`config.mk`:
```
export PLATFORM = sky130hd
export DESIGN_NAME = tree_serializer_hs
export DESIGN_NICKNAME = d
export VERILOG_FILES = /design/src/rtl/tree_serializer_hs_pkg.sv /design/src/rtl/tree_ser_stage.sv /design/src/rtl/tree_serializer_hs.sv
export SDC_FILE = /design/constraint.sdc
export NUM_CORES = 1
export LEC_CHECK = 0
export BUFFER_PORTS_ARGS = -buffer_cell sky130_fd_sc_hd__buf_2
export CAP_MARGIN = 40
export CORE_MARGIN = 1
export CORE_UTILIZATION = 60
export DETAILED_ROUTE_END_ITERATION = 10
export GPL_TIMING_DRIVEN = 0
export PLACE_DENSITY_LB_ADDON = 0.05
export SYNTH_ARGS = -nofsm -noshare
export SYNTH_HDL_FRONTEND = slang
export SYNTH_SLANG_ARGS = --single-unit
```
`constraint.sdc`:
```
create_clock -name CLK -period 4.1 [get_ports CLK]
set_input_delay 0.82 -clock CLK [delete_from_list [all_inputs] [get_ports CLK]]
set_output_delay 0.82 -clock CLK [all_outputs]
set_load 0.005 [all_outputs]
```
`src/rtl/tree_serializer_hs_pkg.sv`:
```
// ============================================================================
// tree_ser_pkg : shared types and helpers for the tree serializer
// Rev 1.0
// ============================================================================
`default_nettype none

package tree_ser_pkg;

  typedef enum logic {
    ST_IDLE  = 1'b0,
    ST_SHIFT = 1'b1
  } state_t;

  // Per-rank framing flags that ride alongside the mux tree.
  typedef struct packed {
    logic valid;
    logic first;
  } flag_t;

  function automatic bit is_pow2(input int n);
    return (n > 0) && ((n & (n - 1)) == 0);
  endfunction

endpackage

`default_nettype wire

```
`src/rtl/tree_ser_stage.sv`:
```
// ============================================================================
// tree_ser_stage : one registered 2:1 rank of the serializer mux tree
// Rev 1.0
// ============================================================================
`default_nettype none

module tree_ser_stage #(
  parameter int WIDTH_IN = 2
) (
  input  logic                  CLK,
  input  logic                  RESET,
  input  logic                  SEL,
  input  logic [WIDTH_IN-1:0]   D,
  output logic [WIDTH_IN/2-1:0] Q
);

  logic [WIDTH_IN/2-1:0] q_q;
  logic [WIDTH_IN/2-1:0] q_d;

  always_comb begin
    q_d = '0;
    for (int i = 0; i < WIDTH_IN / 2; i++) begin
      q_d[i] = SEL ? D[2*i+1] : D[2*i];
    end
  end

  always_ff @(posedge CLK) begin
    if (RESET) begin
      q_q <= '0;
    end else begin
      q_q <= q_d;
    end
  end

  assign Q = q_q;

endmodule

`default_nettype wire

```
`src/rtl/tree_serializer_hs.sv`:
```
// ============================================================================
// tree_serializer_hs : single-clock N:1 pipelined tree serializer, valid/ready load
// Rev 1.0
// ============================================================================
`default_nettype none

module tree_serializer_hs
  import tree_ser_pkg::*;
#(
  parameter int INPUTS_NUM = 16
) (
  input  logic                  CLK,
  input  logic                  RESET,
  input  logic [INPUTS_NUM-1:0] PAR_IN,
  input  logic                  PAR_VALID,
  output logic                  PAR_READY,
  input  logic                  MSB_FIRST,
  output logic                  SERIAL_OUT,
  output logic                  SERIAL_VALID,
  output logic                  SERIAL_FIRST,
  output logic                  UNDERRUN
);

  localparam int STAGES_NUM = $clog2(INPUTS_NUM);
  localparam int TREE_W     = 2 * INPUTS_NUM - 1;
  localparam logic [STAGES_NUM-1:0] CNT_LAST = STAGES_NUM'(INPUTS_NUM - 1);

  if (!is_pow2(INPUTS_NUM) || (INPUTS_NUM < 2)) begin : g_param_check
    $error("tree_serializer_hs: INPUTS_NUM must be a power of 2 and >= 2");
  end

  state_t                  state_q, state_d;
  logic [STAGES_NUM-1:0]   cnt_q, cnt_d;
  logic [INPUTS_NUM-1:0]   word_q, word_d;
  logic                    under_q, under_d;
  logic                    busy, at_last, accept;

  assign busy      = (state_q == ST_SHIFT);
  assign at_last   = (cnt_q == CNT_LAST);
  assign PAR_READY = ~RESET & (~busy | at_last);
  assign accept    = PAR_VALID & PAR_READY;

  always_comb begin
    state_d = state_q;
    cnt_d   = cnt_q;
    word_d  = word_q;
    under_d = 1'b0;
    if (accept) begin
      state_d = ST_SHIFT;
      cnt_d   = '0;
      for (int i = 0; i < INPUTS_NUM; i++) begin
        word_d[i] = MSB_FIRST ? PAR_IN[INPUTS_NUM-1-i] : PAR_IN[i];
      end
    end else if (busy) begin
      if (at_last) begin
        state_d = ST_IDLE;
        cnt_d   = '0;
        under_d = 1'b1;
      end else begin
        cnt_d = cnt_q + STAGES_NUM'(1);
      end
    end
  end

  always_ff @(posedge CLK) begin
    if (RESET) begin
      state_q <= ST_IDLE;
      cnt_q   <= '0;
      word_q  <= '0;
      under_q <= 1'b0;
    end else begin
      state_q <= state_d;
      cnt_q   <= cnt_d;
      word_q  <= word_d;
      under_q <= under_d;
    end
  end

  // Flat tree bus: rank k occupies INPUTS_NUM>>k bits starting at 2N - 2(N>>k).
  wire [TREE_W-1:0] tree_w;
  assign tree_w[INPUTS_NUM-1:0] = word_q;

  for (genvar k = 1; k <= STAGES_NUM; k++) begin : g_stage
    localparam int W_IN    = INPUTS_NUM >> (k - 1);
    localparam int OFF_IN  = 2 * INPUTS_NUM - 2 * W_IN;
    localparam int OFF_OUT = OFF_IN + W_IN;
    logic sel;

    if (k == 1) begin : g_sel_direct
      assign sel = cnt_q[0];
    end else begin : g_sel_delay
      // Counter bit k-1 lags k-1 cycles so it meets its word slice at rank k.
      logic [k-2:0] dly_q;
      always_ff @(posedge CLK) begin
        if (RESET) begin
          dly_q <= '0;
        end else begin
          dly_q <= (k-1)'({dly_q, cnt_q[k-1]});
        end
      end
      assign sel = dly_q[k-2];
    end

    tree_ser_stage #(.WIDTH_IN(W_IN)) u_stage (
      .CLK   (CLK),
      .RESET (RESET),
      .SEL   (sel),
      .D     (tree_w[OFF_IN +: W_IN]),
      .Q     (tree_w[OFF_OUT +: W_IN/2])
    );
  end

  flag_t flag_in;
  flag_t flag_q [STAGES_NUM];

  assign flag_in = '{valid: busy, first: busy & (cnt_q == '0)};

  always_ff @(posedge CLK) begin
    if (RESET) begin
      for (int i = 0; i < STAGES_NUM; i++) begin
        flag_q[i] <= '0;
      end
    end else begin
      flag_q[0] <= flag_in;
      for (int i = 1; i < STAGES_NUM; i++) begin
        flag_q[i] <= flag_q[i-1];
      end
    end
  end

  assign SERIAL_VALID = flag_q[STAGES_NUM-1].valid;
  assign SERIAL_FIRST = flag_q[STAGES_NUM-1].first;
  assign SERIAL_OUT   = tree_w[TREE_W-1] & flag_q[STAGES_NUM-1].valid;
  assign UNDERRUN     = under_q;

endmodule

`default_nettype wire

```
# == After elaboration in Yosys (flattened, before gate mapping) ==
# Memories as Yosys holds them, arrays and structs flattened.
# Cells that the tools add are included.
# totals
ff_bits,43
ramBits,8
out_inout_bits,5
memories,1
# classes
n_addsub,1
n_eq_ne,1
muxes,43
bitwise,11
reduce_logical,3
# mem_list
memory,depth,width,read_ports,rd_ports_with_merged_regs,write_ports,line,text
flag_q,4,2,4,0,4,tree_serializer_hs.sv:114,flag_t flag_q [STAGES_NUM];
# ops
op,count
1-bit two-way mux,38
2-bit two-way mux,4
1-bit OR,5
"4-bit by 1-bit adder with 4-bit output, second input constant",1
1-bit AND,4
"4-bit equality test, second input constant",1
4-bit zero test,1
4-bit two-way mux,1
3-bit OR reduction,1
1-bit inverter,2
2-bit OR reduction,1

# == Logic depth before layout (Yosys ltp) ==
# depth
ltp_word,5
mapped_depth,7
mapped_depth_nobuf,4

# == By module ==
# A second synthesis with hierarchy kept.
# unflattened
hier_cells,188
hier_area_um2,2013.2
# modules_own_cells
mod,n_inst,cells_per_inst,area_each_um2,seq_area_each_um2
tree_serializer_hs,1,140,1486.4,720.7
tree_ser_stage at g_stage[1].u_stage,1,26,285.3,160.2
tree_ser_stage at g_stage[2].u_stage,1,13,140.1,80.1
tree_ser_stage at g_stage[3].u_stage,1,6,67.6,40.0
tree_ser_stage at g_stage[4].u_stage,1,3,33.8,20.0

# == Worst setup path before layout ==
# Ideal clock, no wire load.
# synth_timing
path_type,input to output
from,input port RESET
to,output port PAR_READY
arrival_time_ns,1.352
required_time_ns,3.280
setup_slack_ns,1.928
cell_stages,3
n_path_buf,2
cell_sequence,clkbuf_1 -> clkbuf_1 -> a21oi_1
# synth_between
elab_chain_len,2
# synth_lines
item,line,text
start: declaration,tree_serializer_hs.sv:13,"input logic RESET,"
1-bit inverter,tree_serializer_hs.sv:40,assign PAR_READY = ~RESET & (~busy | at_last);
1-bit AND,tree_serializer_hs.sv:40,
end: declaration,tree_serializer_hs.sv:16,"output logic PAR_READY,"
# Every way passes these cells.

# == Worst setup path in the final report ==
# Ends and elaborated chain as after synthesis.

==> results.yml <==
outcome:
  outcome: "complete, no violations"
timing:
  slew_headroom: 0.567
  finalHoldViolCount: 0
  max_freq_mhz: 397
  worst_slack_ns: 1.58
  slew_viol_final: 0
  rsz0062_at_grt: "no"
  setup_tns_ns: 0
  worst_slew_pin_slew_ns: 0.650
  setup-violations-final: 0
  min_period_over_period: 0.614
  post-route-min-period_ns: 2.52
  finClkSkew_ns: 0.00715
grt:
  overflow: 0
  top_usage_layer: "met2"
  grtUsageMet3: 0.0671
  grt_max_degree: 19
  antenna_found_initial: 0
  grt_pass1_vias: 1376
  gr-usage-all-layers: 0.220
  grt_first_pass_wirelength_um: 5750
  grtUsageMet2: 0.390
  grt_use_met1: 0.233
cells_and_area:
  drive_above_1_share: 0.225
  nets: 239
  multiInputGateArea_um2: 867
  postLayoutCoreUtil: 0.720
  syn_to_final_growth_pct: 11.4
  antenna_cells: 0
  fillers: 264
  seqCellArea_mm2: 0.00102
worst_setup_path:
  cp.arrival_ns: 1.70
  critical_path_required_ns: 3.28
  start_kind: "primary input"
  crit_path_end_kind: "output port"
  criticalPathCategory: "in2out"
  worstReg2RegStart: "cnt_q[1]"
  crit_start: "RESET"
  path_max_fanout: 10
drt:
  dr.pass1.iters: 4
  via_per_inst: 5.36
  drt_iter0_drc: 52
  wire_per_inst_um: 13.0
  ant_nets: 0
  wirelength_um: 3410
  drcViolationCount: 0
  vias: 1405
power:
  combPwrFrac: 0.116
  powerDensity_mw_per_mm2: 388
  p_leak_uw: 0.000909
  swShare: 0.263
  p_seq_frac: 0.611
  netSwitchingPower_uw: 228
  peakVddDrop_v: 0.000271
  p_clk_frac: 0.273
  intPower_uw: 638
floorplan:
  die-area_mm2: 0.00358
  rows: 20
  initial_utilization: 0.646
  die_height_um: 59.8
  pin_count: 25
  coreArea_mm2: 0.00310
  die_w_um: 59.8
clock_tree:
  hold_buffers: 0
  clock-root-buffer: "clkbuf_4"
  cts_buffers: 5
  cts_max_level: 2
  clkTransAtPathRegs_ns: 0.15
  insertion_delay_ns: 0.37
  post_cts_buffers: 0
  ctsResizeCount: 0
  cts_tree: "done"
  clockBufferDepth: 2
  clock-sinks: 51
yosys:
  synthesis.nets: 210
  yosysSeqAreaShare: 0.509
  yosys_warnings: 0
  syn_inst: 188
  syn-cell-area_mm2: 0.00200
  ys_types: 29
  ys_ff_latch: 51
  avgSynthCellArea_um2: 10.7
placement:
  portBuffers: 22
  place_congestion: 0.800
  hpwl_um: 2570
  pre_cts_ws_ns: 1.59
hold_path:
  hold_class: "reg2reg"
  min_from: "flag_q[0][1]"
job:
  drv_cap: 0
kinds of logic after synthesis:
group           after synthesis  share of synthesized area
compound gates               23                      0.103
xor+xnor                      1                    0.00437
buf+inv                      20                     0.0581
mux                          32                      0.160
fa+ha+maj                     2                     0.0125
flops                        51                      0.509
simple gates                 59                      0.153
worst max-delay path, stage by stage:
cell and delay (ns):
clkbuf_1 0.20, clkbuf_1 0.45, a21oi_1 0.07, buf_2 0.15
registers in the layout, indices dropped and copies added (netlist names):
signal,cells
UNDERRUN,1
busy,1
cnt_q,4
flag_q,8
g_stage.g_sel_delay.dly_q,6
g_stage.u_stage.Q,15
word_q,16
layout by cell type (no fill, tap or decap), drive strengths merged:
cell and instances:
clkbuf 12, clkinv 1, nor3 18, or4 1, or2 1, dfxtp 51, xor2 1, and2 1
nor4b 1, and4 1, nand2b 1, nor2b 12, nand2 1, buf 32, inv 5, a211oi 17
mux2i 32, a21oi 4, nor3b 1, ha 2, o21ai 1, nor2 19, o41ai 1, nand3 2
layer usage:
layer,wire length (um),vias up
met3,131,11
met2,1760,34
met1,1440,650
li1,-,710
met4,85,0
met5,0,-
worst paths after layout:
path / to / slack (ns) / cells past startpoint
max: PAR_READY / 1.58 / 4
min: flag_q[1][1] / 0.45 / 1
max reg2reg: word_q[13] / 2.35 / 7
min reg2reg: flag_q[1][1] / 0.45 / 1
power groups by stage:
stage                     Clock [uW]  Combinational (uW)  Sequential, uW
after floorplan                    0                74.7             538
after global placement             0                96.2             539
after detailed placement           0                 101             541
after CTS                        240                 101             530
after global routing             266                 112             532
final                            236                 101             530
final cells by class:
| type | count | share of cell area |
|---|---|---|
| multi-input cells | 117 | 0.388 |
| inverters | 3 | 0.00504 |
| clock buffers | 5 | 0.0168 |
| plain buffers | 17 | 0.0471 |
| well taps | 44 | 0.0246 |
| repair buffers | 22 | 0.0493 |
| flip-flops and latches | 51 | 0.457 |
| clock inverters | 3 | 0.0118 |
synth_stat cells (all sizes together):
cell    instances  area [um^2]
nand3           2         10.0
nand2b          1         6.26
and2            1         6.26
mux2i          32          320
inv             3         11.3
or4             1         7.51
or2             1         6.26
o21ai           1         5.00
dfxtp          51         1020
nor4b           1         8.76
nor2           19         71.3
xor2            1         8.76
nand2           1         3.75
a211oi         17          173
clkbuf          7         26.3
nor3b           1         7.51
o41ai           1         8.76
buf            10         78.8
nor3           18         95.1
nor2b          12         75.1
ha              2         25.0
a21oi           4         20.0
and4            1         8.76
per-stage QoR:
step / power [uW] / hold slack [ns] / std cells / area [um^2]
floorplan: 612 / 0.414 / 188 / 2000
global placement: 635 / 0.422 / 254 / 2170
detailed placement: 642 / 0.429 / 254 / 2170
CTS: 871 / 0.455 / 262 / 2230
global route: 910 / 0.465 / 262 / 2230
finish: 867 / 0.451 / 262 / 2230
Power figures use the tool's default switching activity.
